==> src/rtl/shift_reg_pkg.sv <==
// Shared types and defaults for the shift_reg_pipe delay line.
// Per-cycle operation decode with priority flush > load > shift(rotate) > hold.
package shift_reg_pkg;

  localparam int unsigned DEF_WIDTH = 8;
  localparam int unsigned DEF_DEPTH = 4;

  typedef enum logic [2:0] {
    OP_HOLD,
    OP_SHIFT,
    OP_ROTATE,
    OP_LOAD,
    OP_FLUSH
  } op_e;

  function automatic op_e decode_op(input logic flush,
                                    input logic load,
                                    input logic shift_en,
                                    input logic rotate);
    op_e op;
    if (flush)         op = OP_FLUSH;
    else if (load)     op = OP_LOAD;
    else if (shift_en) op = rotate ? OP_ROTATE : OP_SHIFT;
    else               op = OP_HOLD;
    return op;
  endfunction

endpackage

==> src/rtl/shift_reg_stage.sv <==
// One WIDTH-bit data + valid stage of the delay line with async active-high reset.
// Rotate is a shift whose source the parent selects, so both take the shift path here.
module shift_reg_stage
  import shift_reg_pkg::*;
#(
  parameter int unsigned WIDTH = DEF_WIDTH
) (
  input  logic             clk,
  input  logic             rst,
  input  op_e              op,
  input  logic [WIDTH-1:0] shift_data,
  input  logic             shift_valid,
  input  logic [WIDTH-1:0] load_data,
  output logic [WIDTH-1:0] data_q,
  output logic             valid_q
);

  logic [WIDTH-1:0] data_d;
  logic             valid_d;

  // Flush only clears the valid; stale data stays for consumers that ignore valid.
  always_comb begin
    data_d  = data_q;
    valid_d = valid_q;
    unique case (op)
      OP_FLUSH: valid_d = 1'b0;
      OP_LOAD: begin
        data_d  = load_data;
        valid_d = 1'b1;
      end
      OP_SHIFT, OP_ROTATE: begin
        data_d  = shift_data;
        valid_d = shift_valid;
      end
      default: ;
    endcase
  end

  always_ff @(posedge clk or posedge rst) begin
    if (rst) begin
      data_q  <= '0;
      valid_q <= 1'b0;
    end else begin
      data_q  <= data_d;
      valid_q <= valid_d;
    end
  end

endmodule

==> src/rtl/shift_reg_pipe.sv <==
// WIDTH x DEPTH delay line with per-stage valids, parallel load, flush, tap mux and fill counter.
// Optional rotate port enabled by defining SHIFT_REG_ROTATE_EN.
module shift_reg_pipe
  import shift_reg_pkg::*;
#(
  parameter int unsigned WIDTH = DEF_WIDTH,
  parameter int unsigned DEPTH = DEF_DEPTH
) (
  input  logic                       clk,
  input  logic                       rst,
`ifdef SHIFT_REG_ROTATE_EN
  input  logic                       rotate,
`endif
  input  logic                       shift_en,
  input  logic                       in_valid,
  input  logic [WIDTH-1:0]           data_in,
  input  logic                       load,
  input  logic [WIDTH*DEPTH-1:0]     load_data,
  input  logic                       flush,
  input  logic [$clog2(DEPTH)-1:0]   tap_sel,
  output logic [WIDTH-1:0]           data_out,
  output logic                       out_valid,
  output logic [WIDTH-1:0]           tap_data,
  output logic                       tap_valid,
  output logic [$clog2(DEPTH+1)-1:0] fill_count
);

  localparam int unsigned TAP_W  = $clog2(DEPTH);
  localparam int unsigned FILL_W = $clog2(DEPTH+1);

  logic             rotate_req;
  op_e              op;
  logic [WIDTH-1:0] stage_data     [DEPTH];
  logic             stage_valid    [DEPTH];
  logic [WIDTH-1:0] shift_in_data  [DEPTH];
  logic             shift_in_valid [DEPTH];
  logic [FILL_W-1:0] fill_count_q, fill_count_d;

`ifdef SHIFT_REG_ROTATE_EN
  assign rotate_req = rotate;
`else
  assign rotate_req = 1'b0;
`endif

  always_comb op = decode_op(flush, load, shift_en, rotate_req);

  // Stage 0 takes the serial input, or the last stage when rotating.
  always_comb begin
    for (int unsigned i = 1; i < DEPTH; i++) begin
      shift_in_data[i]  = stage_data[i-1];
      shift_in_valid[i] = stage_valid[i-1];
    end
    if (op == OP_ROTATE) begin
      shift_in_data[0]  = stage_data[DEPTH-1];
      shift_in_valid[0] = stage_valid[DEPTH-1];
    end else begin
      shift_in_data[0]  = data_in;
      shift_in_valid[0] = in_valid;
    end
  end

  for (genvar g = 0; g < DEPTH; g++) begin : g_stage
    shift_reg_stage #(
      .WIDTH(WIDTH)
    ) u_stage (
      .clk         (clk),
      .rst         (rst),
      .op          (op),
      .shift_data  (shift_in_data[g]),
      .shift_valid (shift_in_valid[g]),
      .load_data   (load_data[g*WIDTH +: WIDTH]),
      .data_q      (stage_data[g]),
      .valid_q     (stage_valid[g])
    );
  end

  // Count tracks the number of set valids, so the add/subtract cannot leave 0..DEPTH.
  always_comb begin
    fill_count_d = fill_count_q;
    unique case (op)
      OP_FLUSH: fill_count_d = '0;
      OP_LOAD:  fill_count_d = FILL_W'(DEPTH);
      OP_SHIFT: fill_count_d = fill_count_q + FILL_W'(in_valid)
                               - FILL_W'(stage_valid[DEPTH-1]);
      default: ;
    endcase
  end

  always_ff @(posedge clk or posedge rst) begin
    if (rst) fill_count_q <= '0;
    else     fill_count_q <= fill_count_d;
  end

  always_comb begin
    tap_data  = '0;
    tap_valid = 1'b0;
    for (int unsigned i = 0; i < DEPTH; i++) begin
      if (tap_sel == TAP_W'(i)) begin
        tap_data  = stage_data[i];
        tap_valid = stage_valid[i];
      end
    end
  end

  assign data_out   = stage_data[DEPTH-1];
  assign out_valid  = stage_valid[DEPTH-1];
  assign fill_count = fill_count_q;

endmodule

==> config.mk <==
export PLATFORM = sky130hd
export DESIGN_NAME = shift_reg_pipe
export DESIGN_NICKNAME = d
export VERILOG_FILES = /design/src/rtl/shift_reg_pkg.sv /design/src/rtl/shift_reg_stage.sv /design/src/rtl/shift_reg_pipe.sv
export SDC_FILE = /design/constraint.sdc
export NUM_CORES = 1
export LEC_CHECK = 0
export ABC_AREA = 0
export CORE_UTILIZATION = 50
export DETAILED_ROUTE_END_ITERATION = 7
export PLACE_DENSITY = 0.95
export SYNTH_ARGS = -nofsm -noshare
export SYNTH_HDL_FRONTEND = slang
export SYNTH_SLANG_ARGS = --single-unit
export TNS_END_PERCENT = 1
==> constraint.sdc <==
create_clock -name clk -period 4.2 [get_ports clk]
set_input_delay 0.42 -clock clk [delete_from_list [all_inputs] [get_ports clk]]
set_output_delay 0.42 -clock clk [all_outputs]
set_load 0.03 [all_outputs]
; Word level (Yosys, flattened, before mapping)
; Cells that the tools add are included.
; Widths: inputs -> output; s select.
[op_classes]
reduce_logical = 5
eq_ne = 7
add_sub_neg = 2
mux = 22
[ops]
columns = cell, n
row1 = $pmux 8 s2, 4
row2 = $mux 8, 5
row3 = $pmux 1 s3, 4
row4 = $pmux 3 s3, 1
row5 = $eq 3x2->1 const B, 2
row6 = $mux 1, 6
row7 = $reduce_bool 3->1, 2
row8 = $eq 2x2->1 const B, 2
row9 = $add 3x1->3, 1
row10 = $eq 3x1->1 const B, 1
row11 = $eq 3x3->1 const B, 1
row12 = $mux 3, 1
row13 = $sub 3x1->3, 1
row14 = $eq 2x1->1 const B, 1
row15 = $logic_not 2->1, 1
row16 = $mux 2, 1
row17 = $reduce_bool 2->1, 1
row18 = $reduce_or 2->1, 1
[word_totals]
elab_cells = 45
inputBits = 48
output_inout_bits = 21
regBits = 39

; Depth between registers and ports, before layout
; Gate-level depths: netlist (run 1).
[logic_depth]
depth_word = 6
depth_mapped = 9
ltp_nobuf = 9

; Modules after synthesis
; Synthesis (run 1) repeated with hierarchy kept, for this count alone.
[unflattened]
cells_unflattened = 271
hier_area_um2 = 2798.9
[modules_own_cells]
columns = mod, cells_each, n_inst, area_each_um2, seq_area_each_um2
row1 = shift_reg_stage, 57, 4, 581.8, 225.2
row2 = shift_reg_pipe, 43, 1, 471.7, 75.1

; Least setup slack after synthesis (run 1)
; No wires, ideal clock.
[synth_timing]
path_type = register -> register
from = reg fill_count_q[0], in the netlist fill_count[0]
to = reg fill_count_q[2], in the netlist fill_count[2]
n_path_buf = 0
setup_ps = 126
period_less_slack_ps = 1982
path_slack_ps = 2218
t_required_ps = 4074
path_stages_with_launch = 9
arrival_time_ps = 1856
cell_sequence = dfrtp_1 -> inv_1 -> ha_1 -> inv_1 -> ha_1 -> inv_1 -> fa_1 -> xor2_1 -> o311a_1
[synth_via]
elab_chain_len = 3
[synth_rtl]
columns = element, line
row1 = "start, declared", shift_reg_pipe.sv:37  ; logic [FILL_W-1:0] fill_count_q, fill_count_d;
row2 = "start signal, assigned", shift_reg_pipe.sv:91  ; else fill_count_q <= fill_count_d;
row3 = $add 3x1->3, shift_reg_pipe.sv:83  ; OP_SHIFT: fill_count_d = fill_count_q + FILL_W'(in_valid)
row4 = $sub 3x1->3, shift_reg_pipe.sv:84  ; - FILL_W'(stage_valid[DEPTH-1]);
row5 = $pmux 3 s3, shift_reg_pipe.sv:80  ; unique case (op)
; No other way between the ends.
; A chain may end at the register's enable or synchronous reset.

; Worst setup path in the final report (run 1)
[layout_timing]
from = in tap_sel[0]
to = out tap_data[0]
[layout_via]
elab_chain_len = 5
elab_cells_between_ends = 8
cone_classes = 3 x eq/ne / 4 x mux / 1 x reduce/logical
[layout_rtl]
columns = element, line
row1 = "start, declared", shift_reg_pipe.sv:20  ; input logic [$clog2(DEPTH)-1:0] tap_sel,
row2 = $logic_not 2->1, shift_reg_pipe.sv:98  ; if (tap_sel == TAP_W'(i)) begin
row3 = $mux 8 (3 in a row), shift_reg_pipe.sv:98
row4 = $mux 8 (*), shift_reg_pipe.sv:98
row5 = "end, declared", shift_reg_pipe.sv:23  ; output logic [WIDTH-1:0] tap_data,
; Every way passes the cells marked *; elsewhere a longest branch is shown, timed or not.

==> results of run 1 <==
[flip-flops by register name, summed over array words and instances, names as in the netlist]
name	count
g_stage.u_stage.data_q	32
g_stage.u_stage.valid_q	4
fill_count	3
[layout make-up]
type,count,area share
flip-flops and latches,39,0.335
clock inverters,1,0.00172
repair buffers,73,0.245
well taps,50,0.0215
inverters,5,0.00645
multi-input cells,152,0.362
clock buffers,6,0.0284
[cell usage in the layout, fill, tap and decap left out, drive strengths merged]
master / netlist / final
nor2: 5 / 5
dfrtp: 39 / 39
xor2: 1 / 1
clkinv: 0 / 1
clkdlybuf4s50: 0 / 67
a211oi: 4 / 4
nor2b: 5 / 5
a22oi: 11 / 11
a21oi: 21 / 21
mux2i: 2 / 2
o21ai: 32 / 32
nand2: 32 / 32
fa: 1 / 1
mux4: 9 / 9
nor3: 3 / 3
inv: 5 / 5
buf: 17 / 6
clkbuf: 3 / 6
o311a: 1 / 1
o21bai: 1 / 1
nand4b: 1 / 1
and3b: 21 / 21
ha: 2 / 2
[through the flow]
stage | util | area, um2 | setup slack (ps) | instances | hold slack, ps
after floorplan | - | 2150 | 2220 | 216 | 459
after global placement | 0.696 | 2820 | 1240 | 319 | 481
after detailed placement | 0.696 | 2820 | 1220 | 319 | 495
after CTS | 0.718 | 2910 | 1230 | 326 | 512
after global routing | 0.718 | 2910 | 1140 | 326 | 543
final | 0.718 | 2910 | 1270 | 326 | 508
[per-layer routing]
| layer | up-vias | part of all wire |
|---|---|---|
| met4 | 0 | 0.0051 |
| li1 | 894 | - |
| met3 | 4 | 0.068 |
| met1 | 913 | 0.42 |
| met2 | 76 | 0.50 |
| met5 | - | 0 |
[worst min-delay path, delay by kind of cell (launching register included)]
kind | cells | cell delay [ps]
simple gates | 1 | 50
flops | 1 | 360
compound gates | 1 | 60
[worst paths after layout]
kind                                                      to  cells after the start                          from
worst max-delay path                             tap_data[0]                      3                    tap_sel[0]
worst min-delay path            g_stage[0].u_stage.data_q[1]                      2  g_stage[0].u_stage.data_q[1]
worst max register to register                 fill_count[2]                      7    g_stage[3].u_stage.valid_q
worst min register to register  g_stage[0].u_stage.data_q[1]                      2  g_stage[0].u_stage.data_q[1]
max in group asynchronous       g_stage[0].u_stage.data_q[5]                      3                           rst
min in group asynchronous       g_stage[3].u_stage.data_q[1]                      3                           rst
[kinds of logic after synthesis]
logic type	Yosys count	share of synthesized area
compound gates	70	0.186
xor+xnor	1	0.00408
buf+inv	25	0.0553
simple gates	67	0.176
flops	39	0.454
mux	11	0.104
fa+ha+maj	3	0.0210
[power by group through the flow]
stage	registers [mW]	clock network (mW)	logic, mW
2_1_floorplan	0.478	0	0.156
3_3_place_gp	0.461	0	0.293
3_5_place_dp	0.464	0	0.302
4_1_cts	0.457	0.262	0.303
5_1_grt	0.464	0.283	0.325
6_report	0.458	0.253	0.301
==> impl_results.md, run 1 <==
* Initial Utilization at 0.529
* Outcome: finished clean
* Synth Register Bits at 39
* Initial DRC count at 161
* CP required at 3780 ps
* Post-synthesis cell type count at 24
* Top-count cell post-synth: dfrtp_1
* Kind of end point of the critical path: output pin
* Switching power at 313 uW
* MaxCap Viol Count at 0
* Core Box Area at 4060 um2
* Met3 usage in global routing at 0.0878
* Rows at 23
* Worst-Margin Slew at 905 ps
* Gr ovfl total at 0
* Yosys Warn Count at 0
* Total I/O pin count at 69
* Routability cong. at 0.768
* Critical path peak fanout at 9
* Clock Skews at 7.82 ps
* Dpl hpwl at 3500 um
* Die area at 4560 um2
* Post-CTS Setup Bufs at 0
* Critical path class: input pin to output pin
* Clock latency on the worst-skew pair at 290 ps
* Synthesized area at 2150 um2
* Leakage at 1.28 nW
* Critical path arrival at 2510 ps
* Met2 GRT Util at 0.425
* CTS H-tree lvls at 2
* Critical Path Source Type: input pin
* Drt first pass iters at 4
* Initial antenna violation count at 0
* Layout cells sized above 1 at 0.0833
* Final hold violations at 0
* Fin crit share at 0.697
* Pwr dens at 347 nW/um2
* Most Crowded Layer GR: met2
* Slew margin rel. at 0.395
* Syn nets at 267
* Top cell by count, worst path: clkdlybuf4s50_1
* Post-CTS sizing at 0
* Vias at 1887
* Hold_buf cts at 0
* R2R Setup Slk at 2310 ps
* Number of buffers created by CTS at 5
* Comb power frac at 0.297
* Mapped Cells at 216
* Final Setup Violations at 0
* TNS Setup at 0 ps
* Commonest cells in the netlist: dfrtp_1 (39), nand2_1 (32), o21ai_1 (31)
* Top_reg_cell synth: dfrtp_1
* Root Buffer: clkbuf_8
* Vias in the first global route at 1802
* Synth top area share at 0.454
* CTS tree: built
* Final wirelength at 5250 um
* Final nets at 327
* Peak supply drop at 0.251 mV
* Switching share of power at 0.309
* Drt drc at 0
* FFs w/ async S/R, synth at 1.00
* Max-slew violation count at 0
* Post-synth EDFFs at 0
* First-pass GRT wire length at 8800 um
* Syn avg cell area at 9.95 um2
* GRT Overall Usage at 0.269
* Slowest cell on crit path: clkdlybuf4s50_1
* Filler cells at 277
* Antenna Cells at 0
* Reg clk slew, reported paths at 70 ps
* Wire per inst at 16.1 um
* Vias per Instance at 5.79
* Area leader, netlist: dfrtp_1
* Overall power at 1.01 mW
* Fmax at 341 MHz
* Die Span Y at 67.6 um
* Flop pwr share at 0.452
* Top delay family on crit path: buffers and inverters
* Largest net degree at the start of global routing at 63
* CP cell instances: clkdlybuf4s50_1 > mux4_2 > clkdlybuf4s50_1
* RSZ-0062 raised after global routing: no
* DRT antenna net count at 0
* Seq/Total Area, Yosys at 0.454
* Internal at 699 uW
* Slowest stage delay, CP at 880 ps
* Post-route minimum period at 2930 ps
* HP Class: flop to flop
* Clock Path Buffers at 2
* Sequential cell area at 976 um2
* WP buf/inv at 2
* Number of port buffers at 68
* Area of the multi-input gates at 1050 um2
* Synth area leaders: dfrtp_1 (45%), mux4_2 (9.4%), and3b_1 (8.6%)
* Met1 Use GR at 0.353
* Die Wd at 67.6 um
* Clock sink total at 39
* Clock share of power at 0.250
* P&R area growth vs syn at 35.5%
Note: power is estimated with default switching activity, not from simulation.
==> run 2, diff against run 1 <==
Settings changed: CORE_UTILIZATION 50 to 46, PLACE_DENSITY 0.95 to 0.91.
Clock period 4.2 ns to 2.8 ns, I/O delays scaled along.
==> impl_results.md, run 2 (synthesis gave the netlist of run 1 again) <==
* Vias at 1936
* Number of port buffers at 68
* Clock Path Buffers at 2
* Sequential cell area at 976 um2
* Fin crit share at 0.855
* CTS H-tree lvls at 2
* Outcome: finished clean
* Peak supply drop at 0.339 mV
* CP required at 2520 ps
* Flop pwr share at 0.420
* Critical path class: input pin to output pin
* Largest net degree at the start of global routing at 40
* Max-slew violation count at 0
* Vias per Instance at 5.80
* Internal at 1.15 mW
* Critical Path Source Type: input pin
* Post-CTS Setup Bufs at 0
* Worst Slack Setup Final at 405 ps
* P&R area growth vs syn at 38.8%
* CTS tree: built
* Most Crowded Layer GR: met2
* Post-route minimum period at 2390 ps
* Leakage at 1.32 nW
* Wire per inst at 17.5 um
* Drt first pass iters at 4
* Routability cong. at 0.812
* Area of the multi-input gates at 1050 um2
* Met3 usage in global routing at 0.0606
* Slew margin rel. at 0.670
* Rows at 24
* First-pass GRT wire length at 9720 um
* RSZ-0062 raised after global routing: no
* DRT antenna net count at 0
* Kind of end point of the critical path: output pin
* Met2 GRT Util at 0.418
* Final nets at 332
* Most frequent cells in the layout: clkdlybuf4s50_1 (67), dfrtp_1 (39), nand2_1 (32)
* Biggest register: g_stage.u_stage.data_q
* Initial antenna violation count at 0
* Initial DRC count at 131
* Initial Utilization at 0.487
* Gr ovfl total at 0
* Final instance area at 2980 um2
* HP Class: input pin to asynchronous set/reset pin
* Drt drc at 0
* Layout cells sized above 1 at 0.103
* Critical path arrival at 2110 ps
* TNS Setup at 0 ps
* Final Setup Violations at 0
* Commonest non-fill, non-tap cell in the layout: clkdlybuf4s50_1
* Comb power frac at 0.280
* Critical path peak fanout at 5
* Die Span Y at 70.3 um
* GRT Overall Usage at 0.258
* Core Box Area at 4410 um2
* Antenna Cells at 0
* Clock Skews at 10.1 ps
* Post-CTS sizing at 0
* Total I/O pin count at 69
* Switching share of power at 0.301
* Clock latency on the worst-skew pair at 300 ps
* Clock share of power at 0.300
* Final hold violations at 0
* Met1 Use GR at 0.343
* Clock sink total at 39
* Root Buffer: clkbuf_8
* Filler cells at 348
* Fmax at 418 MHz
* Hold_buf cts at 0
* Number of buffers created by CTS at 5
* Final core utilization at 0.675
* DP Worst Slack at 392 ps
* Final wirelength at 5830 um
* Max FFs per register at 32
* Dpl hpwl at 3950 um
* Vias in the first global route at 1911
* Worst-Margin Slew at 495 ps
* Reg clk slew, reported paths at 80 ps
* Die area at 4950 um2
* Switching power at 495 uW
* MaxCap Viol Count at 0
* Pwr dens at 551 nW/um2
* Placement Cell Area at 2860 um2
* Die Wd at 70.3 um
## run 2: cell types whose count changed in the layout (fill, tap and decap cells not counted), sizes merged
cell	previous run	this run
buf	6	11
bufinv	0	1
## run 2: cell type report
class | instances | area share
repair buffers | 78 | 0.252
inverters | 5 | 0.00629
clock inverters | 2 | 0.0117
clock buffers | 6 | 0.0277
well taps | 52 | 0.0218
flip-flops and latches | 39 | 0.327
multi-input cells | 152 | 0.353
## run 2: worst paths after layout
path                                         startpoint  cells after the start  slack [ps]                      endpoint
min reg2reg                g_stage[0].u_stage.data_q[2]                      2         520  g_stage[0].u_stage.data_q[2]
min                                                 rst                      3         390  g_stage[3].u_stage.data_q[1]
min in group clk                                   load                      3         500  g_stage[2].u_stage.data_q[3]
max in group asynchronous                           rst                      3        2050                 fill_count[0]
max reg2reg                  g_stage[3].u_stage.valid_q                      8         880                 fill_count[2]
max                                          tap_sel[1]                      3         410                     tap_valid
## run 2: power groups by stage
stage | registers (mW) | clock network, mW | logic, mW
after floorplan | 0.717 | 0 | 0.234
after global placement | 0.693 | 0 | 0.447
after detailed placement | 0.697 | 0 | 0.460
after CTS | 0.689 | 0.501 | 0.463
after global routing | 0.699 | 0.529 | 0.495
final | 0.690 | 0.493 | 0.460
## run 2: metrics by stage
stage               hold WS [ps]  cells  power, mW
floorplan                    434    216      0.951
global placement             481    326       1.14
detailed placement           499    326       1.16
CTS                          413    334       1.65
global route                 453    334       1.72
finish                       390    334       1.64
## run 2: worst max-delay path: stages
cell,delay [ps]
clkdlybuf4s50_1,660
mux4_2,560
clkdlybuf4s50_1,620
## run 2: metal layers
layer  wire (um)  share of wire
met5           0              0
met4          82          0.014
met3         391          0.067
met2        3020           0.52
met1        2330           0.40
